==> src/rtl/fir_coeff_seq.sv <==
// Coefficient-bank sequencer: decodes toggle-handshaked software commands into
// coefficient RAM writes and frame-aligned bank swaps. FIR_COEFF_CHKSUM_EN adds a write checksum.
module fir_coeff_seq #(
  parameter int N_TAPS = 256,
  parameter int ADDR_W = 8,
  parameter int COEF_W = 18
) (
  input  logic              user_clk,
  input  logic              user_rst,
  input  logic [31:0]       cmd_word,
  input  logic              frame_sync,
  output logic [ADDR_W:0]   coef_addr,
  output logic [COEF_W-1:0] coef_data,
  output logic              coef_we,
  output logic              bank_sel,
  output logic              swap_pulse,
  output logic              busy,
  output logic [7:0]        err_cnt,
  output logic [31:0]       status_word
);

  typedef enum logic [1:0] {
    ST_IDLE        = 2'b00,
    ST_WRITE       = 2'b01,
    ST_CLEAR       = 2'b10,
    ST_COMMIT_WAIT = 2'b11
  } state_e;

  typedef enum logic [1:0] {
    OP_NOP    = 2'b00,
    OP_WRITE  = 2'b01,
    OP_COMMIT = 2'b10,
    OP_CLEAR  = 2'b11
  } opcode_e;

  localparam logic [11:0]       TAP_LIMIT = 12'(N_TAPS);
  localparam logic [ADDR_W-1:0] TAP_LAST  = ADDR_W'(N_TAPS - 1);

  state_e              state_q, state_d;
  logic                toggle_q;
  logic                first_q;
  logic [ADDR_W-1:0]   addr_q, addr_d;
  logic [COEF_W-1:0]   data_q, data_d;
  logic [ADDR_W-1:0]   tap_q, tap_d;
  logic                bank_sel_q, bank_sel_d;
  logic                swap_q, swap_d;
  logic [7:0]          err_q, err_d;

  logic                cmd_issue;
  opcode_e             cmd_op;
  logic [10:0]         cmd_tap;
  logic [COEF_W-1:0]   cmd_coef;
  logic                addr_ok;
  logic                cmd_reject;
  logic                clear_start;

  // A command is a flip of bit 31; the cycle right after reset never issues.
  assign cmd_issue = (cmd_word[31] != toggle_q) && !first_q;
  assign cmd_op    = opcode_e'(cmd_word[30:29]);
  assign cmd_tap   = cmd_word[28:18];
  assign cmd_coef  = COEF_W'($signed(cmd_word[17:0]));
  assign addr_ok   = {1'b0, cmd_tap} < TAP_LIMIT;

  // NOTE: sequential state uses non-blocking assignments so every register
  // samples the pre-edge values regardless of process ordering.
  always_ff @(posedge user_clk) begin
    toggle_q <= cmd_word[31];
    first_q  <= user_rst;
  end

  always_ff @(posedge user_clk) begin
    if (user_rst) begin
      state_q <= ST_IDLE;
    end else begin
      state_q <= state_d;
    end
  end

  // NOTE: every combinational output gets a default first, so no path leaves
  // it unassigned and no latch is inferred.
  always_comb begin
    state_d = state_q;
    unique case (state_q)
      ST_IDLE: begin
        if (cmd_issue) begin
          case (cmd_op)
            OP_WRITE:  if (addr_ok) state_d = ST_WRITE;
            OP_CLEAR:  state_d = ST_CLEAR;
            OP_COMMIT: state_d = ST_COMMIT_WAIT;
            default:   state_d = ST_IDLE;
          endcase
        end
      end
      ST_WRITE:       state_d = ST_IDLE;
      ST_CLEAR:       if (tap_q == TAP_LAST) state_d = ST_IDLE;
      ST_COMMIT_WAIT: if (frame_sync) state_d = ST_IDLE;
    endcase
  end

  assign clear_start = (state_q == ST_IDLE) && (state_d == ST_CLEAR);

  // NOP is harmless anywhere; any other command outside IDLE, or an
  // out-of-range WRITE, counts as a rejection.
  assign cmd_reject = cmd_issue && (cmd_op != OP_NOP) &&
                      ((state_q != ST_IDLE) || ((cmd_op == OP_WRITE) && !addr_ok));

  always_comb begin
    addr_d     = addr_q;
    data_d     = data_q;
    tap_d      = tap_q;
    swap_d     = (state_q == ST_COMMIT_WAIT) && frame_sync;
    bank_sel_d = bank_sel_q ^ swap_d;
    err_d      = err_q;
    if ((state_q == ST_IDLE) && (state_d == ST_WRITE)) begin
      addr_d = cmd_tap[ADDR_W-1:0];
      data_d = cmd_coef;
    end
    if (clear_start) begin
      tap_d = '0;
    end else if ((state_q == ST_CLEAR) && (tap_q != TAP_LAST)) begin
      tap_d = tap_q + ADDR_W'(1);
    end
    if (cmd_reject && (err_q != 8'hFF)) begin
      err_d = err_q + 8'd1;
    end
  end

  always_ff @(posedge user_clk) begin
    if (user_rst) begin
      addr_q     <= '0;
      data_q     <= '0;
      tap_q      <= '0;
      bank_sel_q <= 1'b0;
      swap_q     <= 1'b0;
      err_q      <= 8'd0;
    end else begin
      addr_q     <= addr_d;
      data_q     <= data_d;
      tap_q      <= tap_d;
      bank_sel_q <= bank_sel_d;
      swap_q     <= swap_d;
      err_q      <= err_d;
    end
  end

`ifdef FIR_COEFF_CHKSUM_EN
  logic [15:0] chk_q, chk_d;

  always_comb begin
    chk_d = chk_q;
    if (clear_start) begin
      chk_d = 16'd0;
    end else if (coef_we) begin
      chk_d = chk_q + 16'(coef_data);
    end
  end

  always_ff @(posedge user_clk) begin
    if (user_rst) begin
      chk_q <= 16'd0;
    end else begin
      chk_q <= chk_d;
    end
  end
`endif

  // Writes always target the shadow bank; outputs are masked to zero when idle.
  always_comb begin
    busy       = (state_q != ST_IDLE);
    coef_we    = 1'b0;
    coef_addr  = '0;
    coef_data  = '0;
    bank_sel   = bank_sel_q;
    swap_pulse = swap_q;
    err_cnt    = err_q;
    unique case (state_q)
      ST_WRITE: begin
        coef_we   = 1'b1;
        coef_addr = {~bank_sel_q, addr_q};
        coef_data = data_q;
      end
      ST_CLEAR: begin
        coef_we   = 1'b1;
        coef_addr = {~bank_sel_q, tap_q};
      end
      default: ;
    endcase
`ifdef FIR_COEFF_CHKSUM_EN
    status_word = {busy, state_q, bank_sel_q, chk_q, 4'b0000, err_q};
`else
    status_word = {busy, state_q, bank_sel_q, 20'd0, err_q};
`endif
  end

endmodule

==> config.mk <==
export PLATFORM = sky130hd
export DESIGN_NAME = fir_coeff_seq
export DESIGN_NICKNAME = d
export VERILOG_FILES = /design/src/rtl/fir_coeff_seq.sv
export SDC_FILE = /design/constraint.sdc
export NUM_CORES = 1
export LEC_CHECK = 0
export CORE_MARGIN = 2
export CORE_UTILIZATION = 44
export CTS_CLUSTER_DIAMETER = 100
export DETAILED_ROUTE_END_ITERATION = 10
export GPL_TIMING_DRIVEN = 0
export HOLD_SLACK_MARGIN = 0.03
export MAX_ROUTING_LAYER = met4
export PLACE_DENSITY = 0.86
export SYNTH_ARGS = -nofsm -noshare
export SYNTH_HDL_FRONTEND = slang
export SYNTH_SLANG_ARGS = --single-unit
==> constraint.sdc <==
create_clock -name user_clk -period 2.6 [get_ports user_clk]
set_input_delay 0.52 -clock user_clk [delete_from_list [all_inputs] [get_ports user_clk]]
set_output_delay 0.52 -clock user_clk [all_outputs]
set_load 0.01 [all_outputs]
* Word level (Yosys, flattened, before mapping)
Index checks and enable logic that the tools add are counted.
Word-level totals: register bits after elaboration 48, output and inout port bits 71, input port bits 35
Operators by class: bitwise operators 2, reductions and logical operators 17, eq/ne operators 12, add/sub/neg operators 2, muxes and demuxes 9, $lt $le $gt $ge 1
Operators with widths (count):
- 18-bit 2-to-1 mux | 1
- 9-bit one-hot mux with 2 select lines | 1
- 8-bit by 1-bit adder with 8-bit output, second input constant | 2
- 8-bit inequality test, second input constant | 2
- 11-bit by 9-bit less-than comparator with 1-bit output, second input constant | 1
- 2-bit equality test, second input constant | 5
- 1-bit logical AND | 9
- 8-bit equality test, second input constant | 1
- 2-bit 2-to-1 mux | 4
- 2-bit one-hot mux with 4 select lines | 1
- 2-bit by 1-bit equality test with 1-bit output, second input constant | 3
- 2-bit one-hot mux with 3 select lines | 1
- 2-bit nonzero test | 2
- 2-bit OR reduction | 2
- 1-bit logical NOT | 2
- 2-bit logical NOT | 1
- 1-bit logical OR | 1
- 1-bit 2-to-1 mux | 1
- 1-bit inequality test | 1
- 1-bit NOT | 1
- 1-bit XOR | 1

* Longest topological paths before layout
Gate-level depths: netlist (run 1).
word-level depth 8, depth in mapped cells 7

* Least setup slack after synthesis (run 1)
Ideal clock, no wire load.
kind register to output, start point register state_q[0], end point output port coef_addr[8], setup slack 606 ps, stages on the path, launching flop included 6, arrival time 1474 ps, path through dfxtp_1 -> ha_1 -> clkbuf_1 -> clkbuf_1 -> nor2_1 -> nor3b_1
Between the ends: word-level cells in the longest chain between the ends 2
RTL lines:
- from (decl) | RTL line 39 | state_e state_q, state_d;
- from (signal assigned) | RTL line 75 | state_q <= state_d;
- 2-bit equality test or 2-bit by 1-bit equality test with 1-bit output (tied branches) | RTL line 176 | unique case (state_q)
- 9-bit one-hot mux with 2 select lines * | RTL line 176
- to (decl) | RTL line 12 | output logic [ADDR_W:0] coef_addr,
Every way passes the cells marked *; elsewhere a longest branch is shown, timed or not.

* Final worst setup path (run 1)
start point register state_q[0], end point output port coef_addr[7]
The elaborated chain is that of the path after synthesis.

==> metrics.md, run 1 <==
| Metric | Value |
|---|---|
| Status | `finished, final reports clean` |
| Starting density of the core | `46.0%` |
| Clock Path Buffers | `2` |
| Detailed Route WL | `6090 um` |
| Post-Syn Instances | `307` |
| Critical path peak fanout | `10` |
| Delay of the slowest critical-path stage | `560 ps` |
| Drt wl/cell | `around 12 um` |
| Critical path data arrival time | `2000 ps` |
| Final Cycle Share | `96.9%` |
| Post-synthesis simple-gate area fraction | `around 29%` |
| Vias | `2348` |
| Pwr dens | `between 400 and 500 nW/um^2` |
| DIE AREA | `6880 um^2` |
| Worst Clk Skew | `around 11 ps` |
| Mux cell area share after synthesis | `10.6%` |
| Dpl cell area | `3760 um^2` |
| Worst hold path class | `flop to flop` |
| Post-synthesis adder-cell area fraction | `2.74%` |
| Max-slew headroom | `61.4%` |
| Drc violations | `0` |
| Count of warnings emitted by yosys | `0` |
| Pleak | `1.50 nW` |
| Die Height | `82.9 um` |
| Min Hold Slack | `around 480 ps` |
| CTS tree | `built` |
| Yosys reg bits | `between 40 and 50` |
| Largest family of logic cells by synthesized area | `simple AND/OR/NAND/NOR gates` |
| TritonCTS buffer count | `5` |
| CP startpoint kind | `flop` |
| Clk pin slew, worst setup/hold paths | `90 ps` |
| RSZ-0062 raised after global routing | `false` |
| Synthesized cell area | `2740 um^2` |
| # diodes | `0` |
| Max frequency | `0.397 GHz` |
| Max Slew Vio Count | `0` |
| DP HPWL | `approximately 4700 um` |
| Synthesis-to-layout area growth | `41.1%` |
| IO buf count | `85` |
| Setup WS post-layout | `about 80 ps` |
| Commonest non-fill, non-tap cells in the layout | `clkdlybuf4s50_1 (83), nand2b_1 (54), dfxtp_1 (46)` |
| Vias in the first global route | `2248` |
| Number of H-tree levels | `2` |
| Cell at the root of the clock tree | `clkbuf_8` |
| Final Hold Vio Count | `0` |
| Setup CP Type | `flop to output pin` |
| Final #Nets | `around 460` |
| First-iteration detailed-routing DRC count | `120` |
| Final TNS setup | `0 ps` |
| Worst path bufs/invs | `3` |
| Maximum vdd drop | `0.273 mV` |
| Least-Margin Pin Slew | `573 ps` |
| Fill cells | `500` |
| Total grt overflow | `0` |
| Core area | `5960 um^2` |
| Final setup viols | `0` |
| Ratio of cells with drive above 1 in the final layout | `13.2%` |
| Post-synthesis sequential area ratio | `about a third` |
| Clk_lat worst skew | `approximately 300 ps` |
| Vias per cell | `4.77` |
| Drt pass-1 iters | `4` |
| Compound-cell area share of the yosys netlist | `7.35%` |
| Max Cap Violations | `0` |
| DRT antenna net count | `0` |
| IO Pins | `106` |
| Largest net degree at the start of global routing | `15` |
| GP Congestion | `0.893` |
| Required time of the critical path | `2080 ps` |
| Core Rows | `28` |
| Crit path capture type | `output pin` |
| Crit-path leading delay family | `buffers and inverters` |
| Cell area after layout | `3870 um^2` |
| CP Cell Sequence | `inv_1 -> ha_2 -> buf_4 -> a22oi_1 -> nor2b_1 -> clkdlybuf4s50_1` |
| Distinct cells, synth | `35` |
| Global Route Usage Sum | `between 15 and 20%` |
| Antenna violations before repair | `0` |
| Sink Count | `48` |
| Synth Area in XOR/XNOR | `under 10%` |
| Minimum clock period | `2520 ps` |
| Worst slack, placed | `-143 ps` |
| Chip width | `82.9 um` |
| Syn Area/Cell | `8.93 um^2` |
| Most common cell after layout, fill and taps aside | `clkdlybuf4s50_1` |
| Slowest cell on the critical path | `clkdlybuf4s50_1` |
| Design Power | `1.59 mW` |
| First-pass GRT wire length | `10100 um` |
==> repair_timing <==
| action | CTS | global route |
|---|---|---|
| hold buffers | 0 | 0 |
| endpoints found under the hold margin | 0 | 0 |
| buffers inserted | 0 | 0 |
| resized for setup | 10 | 6 |
| setup endpoints to repair | 27 | 8 |
==> synth_stat cells <==
| library cell | n | share of area, % |
|---|---|---|
| nand4_1 | 7 | 1.6 |
| or2_1 | 1 | 0.23 |
| xnor2_1 | 1 | 0.32 |
| a22oi_1 | 7 | 1.9 |
| and4_1 | 1 | 0.32 |
| and3_1 | 4 | 0.91 |
| and2_1 | 18 | 4.1 |
| or4_1 | 1 | 0.27 |
| xor2_1 | 10 | 3.2 |
| o21ai_0 | 4 | 0.73 |
| or3_4 | 1 | 0.41 |
| conb_1 | 1 | 0.14 |
| ha_1 | 6 | 2.7 |
| nand2_1 | 11 | 1.5 |
| a21oi_1 | 8 | 1.5 |
| dfxtp_1 | 48 | 35 |
| a211oi_2 | 2 | 0.91 |
| o32ai_2 | 1 | 0.59 |
| nor3b_1 | 1 | 0.27 |
| o31ai_1 | 1 | 0.27 |
| buf_4 | 30 | 8.2 |
| nor2_1 | 18 | 2.5 |
| a21boi_0 | 1 | 0.27 |
| nand3_1 | 5 | 0.91 |
| nor2b_1 | 7 | 1.6 |
| nor2_4 | 1 | 0.41 |
| nand2b_1 | 54 | 12 |
| clkbuf_1 | 11 | 1.5 |
| or3_1 | 3 | 0.68 |
| buf_12 | 2 | 1.5 |
| o221ai_2 | 1 | 0.55 |
| inv_1 | 5 | 0.68 |
| a21o_2 | 2 | 0.64 |
| nor3_1 | 4 | 0.73 |
| mux2i_1 | 29 | 11 |
==> registers in the layout, summed over array words and instances (netlist names) <==
signal / count
swap_pulse: 1
err_cnt: 8
toggle_q: 1
first_q: 1
bank_sel: 1
tap_q: 8
data_q: 18
state_q: 2
addr_q: 8
==> kinds of logic after synthesis <==
group	Yosys count
flip-flops	48
AO/OA/AOI/OAI	27
AND/OR/NAND/NOR	137
other	1
XOR/XNOR	11
multiplexers	29
buffers and inverters	48
adder cells (fa/ha/maj)	6
==> per-layer routing <==
layer / routed length [um] / GRT usage, %
met2: 2860 / 30.4
met3: 568 / 6.46
met5: 0 / -
met4: 62 / 4.02
met1: 2600 / 20.3
==> report_power, final <==
part | switching, mW | leakage (nW) | internal, mW
Clock | 0.253 | 0.0473 | 0.213
Sequential | 0.0239 | 0.391 | 0.770
Combinational | 0.142 | 1.06 | 0.184
Total | 0.419 | 1.50 | 1.17
==> tightest hold or removal path: stages, from the launching register on <==
cell      delay (ps)
dfxtp_1          320
nand2b_1          60
mux2i_1           60
==> area by class of cell <==
| type | instances | area, um^2 | area share [%] |
|---|---|---|---|
| repair buffers | 85 | 848 | 21.9 |
| clock inverters | 1 | 8.76 | 0.226 |
| well taps | 75 | 93.8 | 2.43 |
| plain buffers | 42 | 314 | 8.12 |
| flip-flops and latches | 48 | 966 | 25.0 |
| inverters | 5 | 18.8 | 0.485 |
| clock buffers | 6 | 82.6 | 2.13 |
| multi-input cells | 230 | 1540 | 39.7 |
==> final timing paths <==
check | startpoint | end | slack, ps | cells after the start
worst max register to register | state_q[0] | addr_q[1] | 740 | 7
worst min-delay path | data_q[8] | data_q[8] | 480 | 2
worst max-delay path | state_q[0] | coef_addr[7] | 80 | 6
worst min register to register | data_q[8] | data_q[8] | 480 | 2
==> metrics by stage <==
step	util, %	instances
finish	65.0	492
global placement	63.1	486
floorplan	-	326
detailed placement	63.1	486
global route	65.0	492
CTS	64.7	492
No activity file was read; power rests on OpenSTA's default activity.
==> run 2: changes to the inputs <==
==> constraint.sdc (replaced) <==
create_clock -name user_clk -period 2.6 [get_ports user_clk]
set_input_delay 0.39 -clock user_clk [delete_from_list [all_inputs] [get_ports user_clk]]
set_output_delay 0.39 -clock user_clk [all_outputs]
set_load 0.01 [all_outputs]
==> metrics.md, run 2 (synthesis gave the netlist of run 1 again) <==
| Metric | Value |
|---|---|
| Status | `finished, final reports clean` |
| Ratio of cells with drive above 1 in the final layout | `12.9% (-0.24 points)` |
| Number of H-tree levels | `2 (unchanged)` |
| Pleak | `1.51 nW (+0.51%)` |
| Drt wl/cell | `12.3 um (-0.57%)` |
| Setup WS post-layout | `58.4 ps (-22.7 ps)` |
| Chip width | `82.9 um (unchanged)` |
| Max Slew Vio Count | `0 (unchanged)` |
| Setup CP Type | `flop to output pin` |
| Die Height | `82.9 um (unchanged)` |
| Largest net degree at the start of global routing | `15 (unchanged)` |
| Vias in the first global route | `2246 (-0.089%)` |
| Core area | `5960 um^2 (unchanged)` |
| Most flops, register | `data_q` |
| Worst hold path class | `flop to flop` |
| Least-Margin Pin Slew | `558 ps (-15.6 ps)` |
| First-iteration detailed-routing DRC count | `165 (+38%)` |
| Final #Nets | `458 (unchanged)` |
| DP HPWL | `4660 um (unchanged)` |
| Drc violations | `0 (unchanged)` |
| Hold-fix buffers, CTS | `0 (unchanged)` |
| Antenna violations before repair | `0 (unchanged)` |
| Placed insts | `486 (unchanged)` |
| Max frequency | `0.393 GHz (-0.89%)` |
| Final Cycle Share | `97.8% (+0.87 points)` |
| Max-slew headroom | `62.4% (+1.0 points)` |
| Commonest non-fill, non-tap cells in the layout | `clkdlybuf4s50_1 (84), nand2b_1 (54), dfxtp_1 (47)` |
| Drt pass-1 iters | `4 (unchanged)` |
| CP startpoint kind | `flop` |
| Sink Count | `48 (unchanged)` |
| Max Cap Violations | `0 (unchanged)` |
| # diodes | `0 (unchanged)` |
| Final setup viols | `0 (unchanged)` |
| Max reg flops | `18 (unchanged)` |
| Final Hold Vio Count | `0 (unchanged)` |
| Global Route Usage Sum | `17.9% (-0.043 points)` |
| GP Congestion | `0.893 (unchanged)` |
| Worst slack, placed | `-12.7 ps (+130 ps)` |
| Detailed Route WL | `6060 um (-0.57%)` |
| Critical path data arrival time | `2150 ps (+150 ps)` |
| Vias | `2335 (-0.55%)` |
| Clk pin slew, worst setup/hold paths | `90 ps (about the same)` |
| Crit path capture type | `output pin` |
| Synthesis-to-layout area growth | `41.3% (about the same)` |
| Minimum clock period | `2540 ps (+22.7 ps)` |
| Maximum vdd drop | `0.227 mV (-17%)` |
| Fill cells | `501 (+0.20%)` |
| Clock Path Buffers | `2 (unchanged)` |
| TritonCTS buffer count | `5 (unchanged)` |
| Critical path peak fanout | `10 (unchanged)` |
| Total grt overflow | `0 (unchanged)` |
| DRT antenna net count | `0 (unchanged)` |
| CTS tree | `built` |
| Cell at the root of the clock tree | `clkbuf_8` |
| Clk_lat worst skew | `300 ps (about the same)` |
| Vias per cell | `4.75 (-0.55%)` |
| Worst Clk Skew | `12.3 ps (+1.20 ps)` |
| Starting density of the core | `46.0% (unchanged)` |
| First-pass GRT wire length | `10100 um (-0.14%)` |
| Design Power | `1.59 mW (about the same)` |
| DIE AREA | `6880 um^2 (unchanged)` |
| Non-filler cells, final | `492 (unchanged)` |
| Pwr dens | `410 nW/um^2 (about the same)` |
| Most common cell after layout, fill and taps aside | `clkdlybuf4s50_1` |
| IO Pins | `106 (unchanged)` |
| Core Rows | `28 (unchanged)` |
| Required time of the critical path | `2210 ps (+130 ps)` |
| IO buf count | `85 (unchanged)` |
run 2: changes by cell type in the layout (fill, tap and decap cells not counted):
cell / delta
ha_1: -1
buf_4: -1
clkbuf_2: +2
clkdlybuf4s50_1: +1
dlygate4sd2_1: -2
a22oi_2: -1
dlymetal6s2s_1: +1
a22oi_1: +1
dfxtp_1: +1
ha_4: +1
clkbuf_4: -1
dfxtp_4: -1
run 2: metrics by stage:
stage / util [%] / setup TNS, ps / hold slack (ps) / cell area, um^2
6_report: 65.0 / 0 / 476 / 3870
3_5_place_dp: 63.1 / -20.8 / 464 / 3760
5_1_grt: 65.0 / -18.3 / 497 / 3870
4_1_cts: 64.7 / 0 / 478 / 3850
3_3_place_gp: 63.1 / -5.77 / 454 / 3760
2_1_floorplan: - / 0 / 418 / 2810
run 2: worst paths after layout:
path | slack [ps] | from | endpoint | depth (start not counted)
worst max-delay path | 60 | state_q[1] | coef_addr[4] | 4
worst min register to register | 480 | data_q[4] | data_q[4] | 2
worst min-delay path | 480 | data_q[4] | data_q[4] | 2
worst max register to register | 680 | state_q[1] | data_q[12] | 7
run 2: final cells by class:
type / count / area, um^2 / share of cell area [%]
repair buffers: 85 / 853 / 22.0
multi-input cells: 230 / 1540 / 39.9
plain buffers: 42 / 309 / 7.98
well taps: 75 / 93.8 / 2.42
clock inverters: 1 / 8.76 / 0.226
clock buffers: 6 / 82.6 / 2.13
inverters: 5 / 18.8 / 0.485
flip-flops and latches: 48 / 962 / 24.8
run 2: critical path, cell delays in order, from the launching register on:
cell             delay (ps)
dfxtp_1                 460
inv_1                   130
ha_2                    430
a21boi_0                240
clkdlybuf4s50_1         580
run 2: what timing repair did:
item,CTS,global route
gates cloned,0,0
resized for setup,4,8
buffers inserted,0,0
pin swaps,0,0
endpoints found under the setup margin,26,15
run 2: power by group:
group          switching, mW  leakage [nW]  total [mW]  internal [mW]
registers             0.0242         0.390       0.795          0.771
logic                  0.142          1.07       0.327          0.185
clock network          0.252        0.0473       0.464          0.212
total                  0.418          1.51        1.59           1.17
run 2: per-layer routing:
layer | vias up | global-route usage (%) | wire length [um]
li1 | 1194 | - | -
met1 | 1051 | 20.3 | 2520
met2 | 84 | 30.1 | 2920
met3 | 6 | 6.56 | 559
met4 | 0 | 4.02 | 52
met5 | - | - | 0
==> run 3: changes to the inputs <==
--- a/config.mk
+++ b/config.mk
@@ -6,13 +6,14 @@
 export NUM_CORES = 1
 export LEC_CHECK = 0
 export CORE_MARGIN = 2
-export CORE_UTILIZATION = 44
+export CORE_UTILIZATION = 32
 export CTS_CLUSTER_DIAMETER = 100
 export DETAILED_ROUTE_END_ITERATION = 10
 export GPL_TIMING_DRIVEN = 0
 export HOLD_SLACK_MARGIN = 0.03
 export MAX_ROUTING_LAYER = met4
-export PLACE_DENSITY = 0.86
+export PLACE_DENSITY = 0.68
+export REMOVE_ABC_BUFFERS = 1
 export SYNTH_ARGS = -nofsm -noshare
 export SYNTH_HDL_FRONTEND = slang
 export SYNTH_SLANG_ARGS = --single-unit
==> metrics.md, run 3 (synthesis gave the netlist of run 1 again) <==
| Metric | Value |
|---|---|
| Worst Clk Skew | `8.21 ps (-4.07 ps)` |
| Minimum clock period | `2450 ps (-95.1 ps)` |
| First-iteration detailed-routing DRC count | `56 (-66%)` |
| Least-Margin Pin Slew | `896 ps (+338 ps)` |
| Most common cell after layout, fill and taps aside | `clkdlybuf4s50_1` |
| Worst hold path class | `flop to flop` |
| Status | `finished, final reports clean` |
| TritonCTS buffer count | `5 (unchanged)` |
| Antenna violations before repair | `0 (unchanged)` |
| Worst Reg-to-Reg Cells | `6 (-1)` |
| Critical path data arrival time | `2060 ps (-90 ps)` |
| Required time of the critical path | `2210 ps (about the same)` |
| Combinational share of power | `17.6% (-3.0 points)` |
| Hold-fix buffers, CTS | `0 (unchanged)` |
| Global Route Usage Sum | `13.5% (-4.3 points)` |
| IO Pins | `106 (unchanged)` |
| Total grt overflow | `0 (unchanged)` |
| Synthesis-to-layout area growth | `32.3%` |
| DP HPWL | `4090 um (-12%)` |
| DIE AREA | `9320 um^2 (+36%)` |
| Flop2flop setup slack | `590 ps (-90 ps)` |
| DRT antenna net count | `0 (unchanged)` |
| Core Rows | `33 (+18%)` |
| Critical path peak fanout | `10 (unchanged)` |
| Delay of the slowest critical-path stage | `570 ps (about the same)` |
| Number of H-tree levels | `2 (unchanged)` |
| Setup WS post-layout | `154 ps (+95.1 ps)` |
| Vias | `2242 (-4.0%)` |
| Drt wl/cell | `12.7 um (+3.2%)` |
| Starting density of the core | `33.2% (-13 points)` |
| Internal | `1.20 mW (+3.0%)` |
| First-pass GRT wire length | `9610 um (-4.9%)` |
| Max frequency | `0.409 GHz (+3.9%)` |
| Final Hold Vio Count | `0 (unchanged)` |
| Pleak | `1.30 nW (-14%)` |
| CTS tree | `built` |
| Crit path capture type | `output pin` |
| Cell at the root of the clock tree | `clkbuf_8` |
| Net Switching | `431 uW (+3.1%)` |
| Min Hold Slack | `474 ps (-2.32 ps)` |
| Sink Count | `48 (unchanged)` |
| Hold depth | `2 (unchanged)` |
| IO buf count | `85 (unchanged)` |
| Setup CP Type | `flop to output pin` |
| Slowest cell on the critical path | `clkdlybuf4s50_1` |
| Clk_lat worst skew | `310 ps (about the same)` |
| Clock power share | `33.8% (+4.5 points)` |
| Max Cap Violations | `0 (unchanged)` |
| Design Power | `1.63 mW (+3.0%)` |
| Ratio of cells with drive above 1 in the final layout | `6.10% (-6.8 points)` |
| Final Cycle Share | `94.1% (-3.7 points)` |
| Max-slew headroom | `40.3% (-22 points)` |
| Critical Path End | `coef_addr[4]` |
| Chip width | `96.6 um (+16%)` |
| Worst slack, placed | `-288 ps (-275 ps)` |
| Pwr dens | `451 nW/um^2 (+10%)` |
| Final #Nets | `417 (-9.0%)` |
| FF-to-FF Start | `state_q[1]` |
| Fill cells | `831 (+66%)` |
| Largest net degree at the start of global routing | `67 (+52)` |
| CP Cell Sequence | `inv_1 -> ha_2 -> a21boi_0 -> clkdlybuf4s50_1` |
| CP Launch Point | `state_q[0]` |
| # diodes | `0 (unchanged)` |
| Switch share | `26.4% (about the same)` |
| Final setup viols | `0 (unchanged)` |
| Clk pin slew, worst setup/hold paths | `100 ps (about the same)` |
| RSZ-0062 raised after global routing | `false` |
| Max Slew Vio Count | `0 (unchanged)` |
| Die Height | `96.6 um (+16%)` |
| Drc violations | `0 (unchanged)` |
| CP startpoint kind | `flop` |
| Detailed Route WL | `6130 um (+1.1%)` |
| Maximum vdd drop | `0.193 mV (-15%)` |
| Drt pass-1 iters | `4 (unchanged)` |
| Sequential share of power | `48.6% (-1.5 points)` |
| Vias in the first global route | `2080 (-7.4%)` |
| Vias per cell | `4.65 (-2.0%)` |
| Most flops, register | `data_q` |
| Core area | `8260 um^2 (+39%)` |
| R2R Path End | `addr_q[5]` |
| Max reg flops | `18 (unchanged)` |
| Commonest non-fill, non-tap cells in the layout | `clkdlybuf4s50_1 (84), nand2b_1 (54), dfxtp_1 (46)` |
| GP Congestion | `0.751 (-16%)` |
| Clock Path Buffers | `2 (unchanged)` |
run 3: cell types whose count changed in the layout (fill, tap and decap cells not counted), moves of 2 or more:
| cell | before | now |
|---|---|---|
| buf_4 | 30 | 0 |
| clkbuf_1 | 7 | 0 |
| buf_12 | 2 | 0 |
| clkbuf_2 | 2 | 0 |
run 3: how the worst min path moves through the flow:
stage / slack (ps) / to / from
floorplan: 420 / first_q / user_rst
CTS: 480 / data_q[0] / data_q[0]
finish: 470 / data_q[3] / data_q[3]
global route: 490 / data_q[0] / data_q[0]
global placement: 450 / data_q[9] / data_q[9]
detailed placement: 460 / data_q[8] / data_q[8]
run 3: per-layer routing:
metal	track usage [%]	vias to the layer above	wire (um)
li1	-	1107	-
met1	16.0	1066	2760
met2	23.0	65	2990
met3	2.56	4	293
met4	4.93	0	84
met5	-	-	0
run 3: worst max-delay path, delay by kind of cell (launching register included):
kind | cells | cell delay [ps]
buffers and inverters | 2 | 660
AO/OA/AOI/OAI | 1 | 240
adder cells (fa/ha/maj) | 1 | 420
flip-flops | 1 | 430
run 3: power by group through the flow:
stage | Combinational [mW] | Sequential [mW] | Clock [mW]
3_3_place_gp | 0.276 | 0.808 | 0
5_1_grt | 0.316 | 0.800 | 0.596
6_report | 0.287 | 0.794 | 0.553
2_1_floorplan | 0.156 | 0.806 | 0
4_1_cts | 0.284 | 0.794 | 0.577
3_5_place_dp | 0.280 | 0.810 | 0
run 3: metrics by stage:
stage               utilization [%]  cells  setup TNS, ps  instance area, um^2
finish                         43.9    482              0                 3630
global route                   43.9    482              0                 3630
CTS                            43.7    481              0                 3610
detailed placement             42.2    473          -6710                 3480
global placement               42.2    473          -4860                 3490
floorplan                         -    283              0                 2510
run 3: cell type report:
class	instances	area (um^2)	area share [%]
well taps	105	131	3.62
clock buffers	5	68.8	1.90
inverters	5	18.8	0.518
repair buffers	85	846	23.3
multi-input cells	231	1560	42.9
clock inverters	3	42.5	1.17
flip-flops and latches	48	963	26.6
run 3: what timing repair did:
action                                 CTS  global route
setup buffers                            0             0
setup endpoints to repair               27            13
cloned                                   0             1
resized for setup                        4             3
endpoints found under the hold margin    0             0
